File: src/rtl/up_cu.sv
// Control unit for the 8-bit accumulator processor: Start -> Fetch -> Decode -> Execute sequencing.
// Optional macro UP_CU_HALT_RELEASE_EN: Enter releases the HALT state back to Start.
module up_cu (
  input  logic       CLOCK,
  input  logic       RESET,
  input  logic [2:0] IR,
  input  logic       Aeq0,
  input  logic       Apos,
  input  logic       Enter,
  output logic       IRload,
  output logic       JMPmux,
  output logic       PCload,
  output logic       Meminst,
  output logic       MemWr,
  output logic       Aload,
  output logic       Sub,
  output logic       Halt,
  output logic [1:0] Asel,
  output logic [3:0] outState
);

  typedef enum logic [3:0] {
    S_START  = 4'd0,
    S_FETCH  = 4'd1,
    S_DECODE = 4'd2,
    S_LDA    = 4'd8,
    S_STA    = 4'd9,
    S_ADD    = 4'd10,
    S_SUB    = 4'd11,
    S_IN     = 4'd12,
    S_JZ     = 4'd13,
    S_JPOS   = 4'd14,
    S_HALT   = 4'd15
  } state_t;

  state_t state;

  always_ff @(posedge CLOCK or posedge RESET) begin
    if (RESET) begin
      state <= S_START;
    end else begin
      case (state)
        S_START:  state <= S_FETCH;
        S_FETCH:  state <= S_DECODE;
        // execute-state codes are 8 + opcode
        S_DECODE: state <= state_t'({1'b1, IR});
        S_LDA, S_STA, S_ADD, S_SUB, S_JZ, S_JPOS:
          state <= S_START;
        S_IN:     state <= Enter ? S_START : S_IN;
`ifdef UP_CU_HALT_RELEASE_EN
        S_HALT:   state <= Enter ? S_START : S_HALT;
`else
        S_HALT:   state <= S_HALT;
`endif
        default:  state <= S_START;
      endcase
    end
  end

  always_comb begin
    IRload  = 1'b0;
    JMPmux  = 1'b0;
    PCload  = 1'b0;
    Meminst = 1'b0;
    MemWr   = 1'b0;
    Aload   = 1'b0;
    Sub     = 1'b0;
    Halt    = 1'b0;
    Asel    = '0;
    case (state)
      S_FETCH: begin
        IRload = 1'b1;
        PCload = 1'b1;
      end
      S_DECODE: Meminst = 1'b1;
      S_LDA: begin
        Meminst = 1'b1;
        Asel    = 2'b10;
        Aload   = 1'b1;
      end
      S_STA: begin
        Meminst = 1'b1;
        MemWr   = 1'b1;
      end
      S_ADD: Aload = 1'b1;
      S_SUB: begin
        Aload = 1'b1;
        Sub   = 1'b1;
      end
      S_IN: begin
        Asel  = 2'b01;
        Aload = Enter;
      end
      S_JZ: begin
        JMPmux = 1'b1;
        PCload = Aeq0;
      end
      S_JPOS: begin
        JMPmux = 1'b1;
        PCload = Apos;
      end
      S_HALT: Halt = 1'b1;
      default: ;
    endcase
  end

  assign outState = state;

endmodule

File: config.mk
export PLATFORM = sky130hd
export DESIGN_NAME = up_cu
export DESIGN_NICKNAME = d
export VERILOG_FILES = /design/src/rtl/up_cu.sv
export SDC_FILE = /design/constraint.sdc
export NUM_CORES = 1
export LEC_CHECK = 0
export BUFFER_PORTS_ARGS = -buffer_cell sky130_fd_sc_hd__buf_4
export CORE_AREA = 10 10 47 49
export DETAILED_ROUTE_END_ITERATION = 10
export DIE_AREA = 0 0 57 59
export GPL_ROUTABILITY_DRIVEN = 0
export PLACE_DENSITY_LB_ADDON = 0.05
export RECOVER_POWER = 50
export SETUP_SLACK_MARGIN = 0.5
export SYNTH_ARGS = -nofsm -noshare
export SYNTH_HDL_FRONTEND = slang
export SYNTH_SLANG_ARGS = --single-unit
File: constraint.sdc
create_clock -name CLOCK -period 1.52 [get_ports CLOCK]
set_input_delay 0 -clock CLOCK [delete_from_list [all_inputs] [get_ports CLOCK]]
set_output_delay 0 -clock CLOCK [all_outputs]
set_load 0.01 [all_outputs]
After elaboration in Yosys (flattened, before gate mapping)
Cells that the tools add are included.
{ "classes": {"addsub": 0, "mul": 0, "div": 0, "order_cmp": 0, "eq_ne": 10, "shifts": 0, "n_mux": 11, "n_bitwise": 0, "reduce_logical": 4} }
{ "ops": {"columns": ["cell", "count"], "rows": [
  ["4-bit == test, second input constant", 8],
  ["4-bit case mux with 5 select lines", 1],
  ["1-bit 2-to-1 mux", 6],
  ["3-bit OR reduction", 2],
  ["4-bit by 1-bit == test with 1-bit output, second input constant", 1],
  ["4-bit by 2-bit == test with 1-bit output, second input constant", 1],
  ["4-bit logical NOT", 1],
  ["4-bit 2-to-1 mux", 1],
  ["2-bit case mux with 2 select lines", 1],
  ["1-bit case mux with 3 select lines", 1],
  ["1-bit case mux with 2 select lines", 1],
  ["2-bit OR reduction", 1]
]} }
{ "word_totals": {"reg_bits": 4, "latch_bits": 0, "ramBits": 0, "mem_bits_ro": 0, "in_bits": 8, "out_inout_bits": 14, "wordCells": 26, "memories": 0} }

Depth between registers and ports, before layout
Gate-level depths: netlist of the first run.
{ "logic_depth": {"ltp_word": 3, "ltp_mapped": 4, "ltp_nobuf": 3} }

Least setup slack after synthesis of the first run
No wires, ideal clock.
{ "synth_timing": {"kind": "register -> register", "from": "register state[2], in the netlist outState[2]", "to": "register state[1], in the netlist outState[1]", "setup_time_ps": 66, "arrival_ps": 1056, "required_ps": 1454, "path_slack_ps": 398, "path_stages_with_launch": 5, "n_path_buf": 1, "synth_period_minus_slack_ps": 1122, "path_cell_list": "dfrtp_1 buf_6 or3_1 o21ai_1 a32o_2"} }
{ "synth_via": {"elab_chain_len": 2, "elab_cells_between_ends": 6, "cone_classes": "eq/ne (4); mux (1); reduce/logical (1)"} }
{ "synth_rtl": {"columns": ["element", "line_no", "text"], "rows": [
  ["start: declaration", "36", "state_t state;"],
  ["start signal: assignment", "46", "S_DECODE: state <= state_t'({1'b1, IR});"],
  ["start signal: assignment", "49", "S_IN: state <= Enter ? S_START : S_IN;"],
  ["4-bit == test, or another cell as far along", "42", "case (state)"],
  ["4-bit case mux with 5 select lines (*)", "42", null]
]} }
Mark *: on every way between the ends. The rest lies on a longest branch, timed or not.

Worst setup path after layout of the first run
{ "layout_timing": {"from": "register state[2], in the netlist outState[2]", "to": "output PCload"} }
{ "layout_via": {"elab_chain_len": 2, "elab_cells_between_ends": 4, "cone_classes": "eq/ne (3); mux (1)"} }
{ "layout_rtl": {"columns": ["element", "line_no", "text"], "rows": [
  ["4-bit == test / 4-bit by 1-bit == test with 1-bit output (equally long branches)", "70", "case (state)"],
  ["1-bit case mux with 3 select lines (*)", "70", null],
  ["end: declaration", "12", "output logic PCload,"]
]} }
Marks and branches as above.

==> flow_summary.ini, run 1 <==
[final_layout]
multi_input_area_um2 = 231
fillers = 149
seq_area_um2 = 100
largest_register_ffs = 4
final_area_um2 = 692
layout-drive-gt1-share_pct = 64.6
final_nets = 89
n_antenna_cell = 0
syn2layout_area_growth_pct = 113

[grt]
track_usage_pct = 7.01
grt_max_degree = 10
grt_overflow_total = 0
grt_pass1_wl_um = 1970
antenna_found_initial = 0
grt_pass1_vias = 431

[setup_path]
end_kind = primary output
cp-start-kind = flip-flop
r2r_end = outState[1]
arrival_ns = 1.32
cp_slowest_stage_delay_ns = 0.46
cp-startpoint = outState[2]
r2r-start = outState[3]
crit_family = flip-flops
path_class = flip-flop to primary output
critPathMaxFanout = 5
worstPathCellList = buf_6 -> and3_4 -> nor2_2 -> o22ai_1 -> buf_4
slowest_stage = dfrtp_1
critPathRequiredTime_ns = 1.52
r2r_setup_slack_ns = 0.24
worst-r2r-cell-count = 4
crit_buf_inv = 2

[timing]
fin_skew_ns = 0.00207
setup-tns-final_ns = 0
worst_pin_slew_ns = 0.332
layout_min_cycle_time_ns = 1.32
maxSlewHeadroom_pct = 77.9
drv_slew = 0
finalCritPeriodShare_pct = 86.9
hold_viol_final = 0
fin_ws_ns = 0.200
rsz0062_at_grt = true
fmax_mhz = 757
setup_viol_count_final = 0

[synthesis]
synth_largest_area_cell = dfrtp_1
synthDistinctLibCells = 21
ys_seq_elements = 4
synth_ff_type = dfrtp_1
ys_seq_area_share_pct = 30.8
yosys-top-cells-count = nor2_1 (5), o21ai_0 (5), dfrtp_1 (4), inv_1 (4), nand2_1 (4)
synthCells = 44
async_flop_share_pct = 100
syn_area_um2 = 325
synth_nets = 52
yosysTopAreaCellShare_pct = 30.8
synth_edf_count = 0
ys_warn_count = 0
avgSynthCellArea_um2 = 7.39
synth.area.top_cells = dfrtp_1 (31%), o21ai_0 (7.7%), nor2_1 (5.8%)

[place]
dp_hpwl_um = 858
placed_area_um2 = 479
place_ws_ns = 0.341
io_buffers = 21

[floorplanning]
die_y_um = 59
std_cell_rows = 14
start_util_pct = 23.2
num_io_pins = 22
die_x_um = 57
core_um2 = 1400
die-area_um2 = 3360

[cts]
clk_path_buf_depth = 2
path_clk_slew_ns = 0.04
clock-sinks = 4
cts_root_buffer = clkbuf_4
cts_tree = done
cts_buffers = 3
insertion_delay_ns = 0.23
htree_levels = 1

[hold_path]
holdCritStartpoint = IR[1]
hp-class = input pin to flip-flop
hold_depth = 2
hold_end = outState[1]

[detailed_routing]
dr.pass1.iters = 4
drtIter0Drc = 6
route.vias.total = 450
drt.antenna.violating_nets = 0
drc = 0
routedWlPerCell_um = 13.0
via_per_inst = 4.74
totalWireLength_um = 1240

[power]
power_density_nw_per_um2 = 1900
ir_drop_uv = 722
p_leak_nw = 0.361

[flow_run]
maxCapViolations = 0

[run_status]
outcome = complete, no violations
==> stage by stage <==
| stage | power [mW] | util, % | instances | hold WS [ns] |
|---|---|---|---|---|
| floorplan | 0.591 | - | 44 | -0.234 |
| global route | 1.43 | 49.4 | 95 | 0.0126 |
| CTS | 1.29 | 48.3 | 93 | 0.0191 |
| finish | 1.32 | 49.4 | 95 | 0.0240 |
| detailed placement | 0.817 | 34.2 | 78 | -0.101 |
| global placement | 0.829 | 34.2 | 78 | -0.0965 |
==> what timing repair did <==
| action | CTS | global route |
|---|---|---|
| gates resized for setup | 20 | 6 |
| pin swaps | 1 | 5 |
| setup buffers | 11 | 2 |
| hold buffers | 1 | 0 |
| hold endpoints to repair | 4 | 0 |
| setup endpoints to repair | 14 | 15 |
==> report_power, final <==
part	switching [mW]	internal, mW	leakage [nW]	total, mW
Combinational	0.409	0.535	0.295	0.944
Clock	0.0386	0.0880	0.0138	0.127
Sequential	0.0950	0.151	0.0519	0.246
==> routing by layer <==
layer | up-vias | part of all wire [%] | global-route usage, % | wire [µm]
li1 | 225 | - | - | -
met5 | - | 0 | 0 | 0
met4 | 0 | 0.48 | 3.02 | 6
met2 | 17 | 49 | 12.6 | 607
met3 | 2 | 9.0 | 2.79 | 112
met1 | 206 | 41 | 7.02 | 511
==> cell families after synthesis <==
family                 synth area share, %
muxes                                 3.08
buffers and inverters                 14.2
DFF                                   30.8
AOI/OAI and AO/OA                     19.6
and+or+nand+nor                       32.3
==> worst max-delay path by stage <==
stage               depth (start not counted)           to  slack [ns]
floorplan                                   4  outState[1]        0.40
global placement                            3  outState[2]        0.28
detailed placement                          3  outState[2]        0.34
CTS                                         5       PCload        0.25
global route                                4          Sub        0.14
finish                                      5       PCload        0.20
==> layout make-up <==
type	instances	share of cell area [%]
Clock buffer	3	3.25
Inverter	4	2.17
Multi-Input combinational cell	32	33.5
Sequential cell	4	14.5
Tap cell	16	2.89
Timing Repair Buffer	36	43.8
==> cell usage in the layout (no fill, tap or decap), types with 2 or more instances in the layout <==
cell,instances
buf_12,2
dfrtp_1,4
clkbuf_1,2
nor3_2,2
buf_6,4
nand2_2,2
buf_4,25
clkbuf_4,4
inv_1,3
o21ai_1,3
nor2_2,3
a21oi_1,2
o21ai_0,3
No activity file was read; power rests on OpenSTA's default activity.
==> inputs of run 2 (changes only) <==
--- a/config.mk
+++ b/config.mk
@@ -10,7 +10,7 @@
 export DETAILED_ROUTE_END_ITERATION = 10
 export DIE_AREA = 0 0 57 59
 export GPL_ROUTABILITY_DRIVEN = 0
-export PLACE_DENSITY_LB_ADDON = 0.05
+export PLACE_DENSITY = 0.61
 export RECOVER_POWER = 50
 export SETUP_SLACK_MARGIN = 0.5
 export SYNTH_ARGS = -nofsm -noshare
==> flow_summary.ini, run 2 (same netlist as run 1, synthesis figures left out) <==
[detailed_routing]
dr.pass1.iters = 4
via_per_inst = 4.82
drtIter0Drc = 15
route.vias.total = 443
drc = 0
totalWireLength_um = 1320
drt.antenna.violating_nets = 0
routedWlPerCell_um = 14.4

[timing]
finalCritPeriodShare_pct = 85.9
fmax_mhz = 766
setup-tns-final_ns = 0
worst_pin_slew_ns = 0.401
hold_viol_final = 0
rsz0062_at_grt = true
drv_slew = 0
layout_min_cycle_time_ns = 1.31
setup_viol_count_final = 0
fin_skew_ns = 0.00861
maxSlewHeadroom_pct = 73.2

[flow_run]
maxCapViolations = 0

[floorplanning]
die-area_um2 = 3360
num_io_pins = 22
start_util_pct = 23.2
std_cell_rows = 14
core_um2 = 1400
die_y_um = 59
die_x_um = 57

[cts]
cts_root_buffer = clkbuf_4
path_clk_slew_ns = 0.04
insertion_delay_ns = 0.24
clk_path_buf_depth = 2
cts_tree = done
htree_levels = 1
clock-sinks = 4
cts_buffers = 3

[setup_path]
end_kind = primary output
cp-startpoint = outState[3]
arrival_ns = 1.31
worstSetupEndpoint = Halt
r2r_end = outState[1]
worst-r2r-cell-count = 4
path_class = flip-flop to primary output
r2r-start = outState[1]
cp-start-kind = flip-flop
r2r_setup_slack_ns = 0.27
critPathMaxFanout = 6
critPathRequiredTime_ns = 1.52

[place]
io_buffers = 21
dp.cells = 77
dp_hpwl_um = 788

[power]
ir_drop_uv = 825
power_density_nw_per_um2 = 2000
p_leak_nw = 0.345

[grt]
grt_overflow_total = 0
track_usage_pct = 7.65
antenna_found_initial = 0
grt_pass1_wl_um = 2030
grt_max_degree = 9
grt_pass1_vias = 477

[final_layout]
layout-drive-gt1-share_pct = 57.9
layout_commonest_cell = buf_4
stdcell_count = 92
syn2layout_area_growth_pct = 104
mostFrequentLayoutCells = buf_4 (21), buf_6 (9), nor2_1 (4), clkbuf_4 (4), dfrtp_1 (4)
final_nets = 86
fillers = 137
n_antenna_cell = 0
largest_register_ffs = 4

[hold_path]
hp-class = input pin to flip-flop

[run_status]
outcome = complete, no violations
==> run 2: stage by stage <==
step	instance area, µm²	hold slack (ns)	setup slack [ns]	util, %	power [mW]
floorplan	325	-0.234	0.398	-	0.591
global placement	472	-0.105	0.329	33.7	0.808
detailed placement	472	-0.0956	0.356	33.7	0.802
CTS	591	0.0239	0.307	42.1	1.14
global route	663	0.00825	0.118	47.3	1.42
finish	663	0.0278	0.215	47.3	1.32
==> run 2: timing repair <==
item                                    CTS  global route
gates cloned                              0             0
pin swaps                                 3             4
hold endpoints to repair                  4             0
endpoints found under the setup margin   14            17
resized for setup                        15            15
hold buffers                              1             0
buffers inserted                          9             2
==> run 2: area by class of cell <==
class,instances,area [µm²],share of cell area (%)
timing repair buffer,33,280,42.3
inverter,4,15.0,2.26
tap,16,20.0,3.02
clock buffer,3,22.5,3.40
sequential,4,100,15.1
multi-input combinational,32,225,34.0
==> run 2: power by group <==
| group | internal (mW) | switching (mW) | total [mW] |
|---|---|---|---|
| logic | 0.533 | 0.393 | 0.926 |
| registers | 0.150 | 0.113 | 0.263 |
| clock network | 0.0885 | 0.0469 | 0.135 |
| total | 0.771 | 0.553 | 1.32 |
==> run 2: worst max-delay path, cell delays in order, from the launching register on <==
cell and delay [ns]:
dfrtp_1 0.48, buf_6 0.17, nand4_1 0.18, inv_1 0.11, buf_4 0.12
==> run 2: how the worst min path moves through the flow <==
stage,startpoint,end,slack [ns],depth (start not counted)
after detailed placement,RESET,outState[0],-0.1,2
after floorplan,RESET,outState[0],-0.23,1
after global routing,IR[1],outState[1],0.008,2
after global placement,RESET,outState[0],-0.10,2
final,IR[1],outState[1],0.03,2
after CTS,IR[1],outState[1],0.02,2
==> run 2: per-layer routing <==
metal  GRT usage (%)  vias up  wire [µm]
met5               0        -          0
met4            6.71        0         31
met3            2.15        5         54
met2            13.3       17        711
met1            7.24      203        524
li1                -      218          -
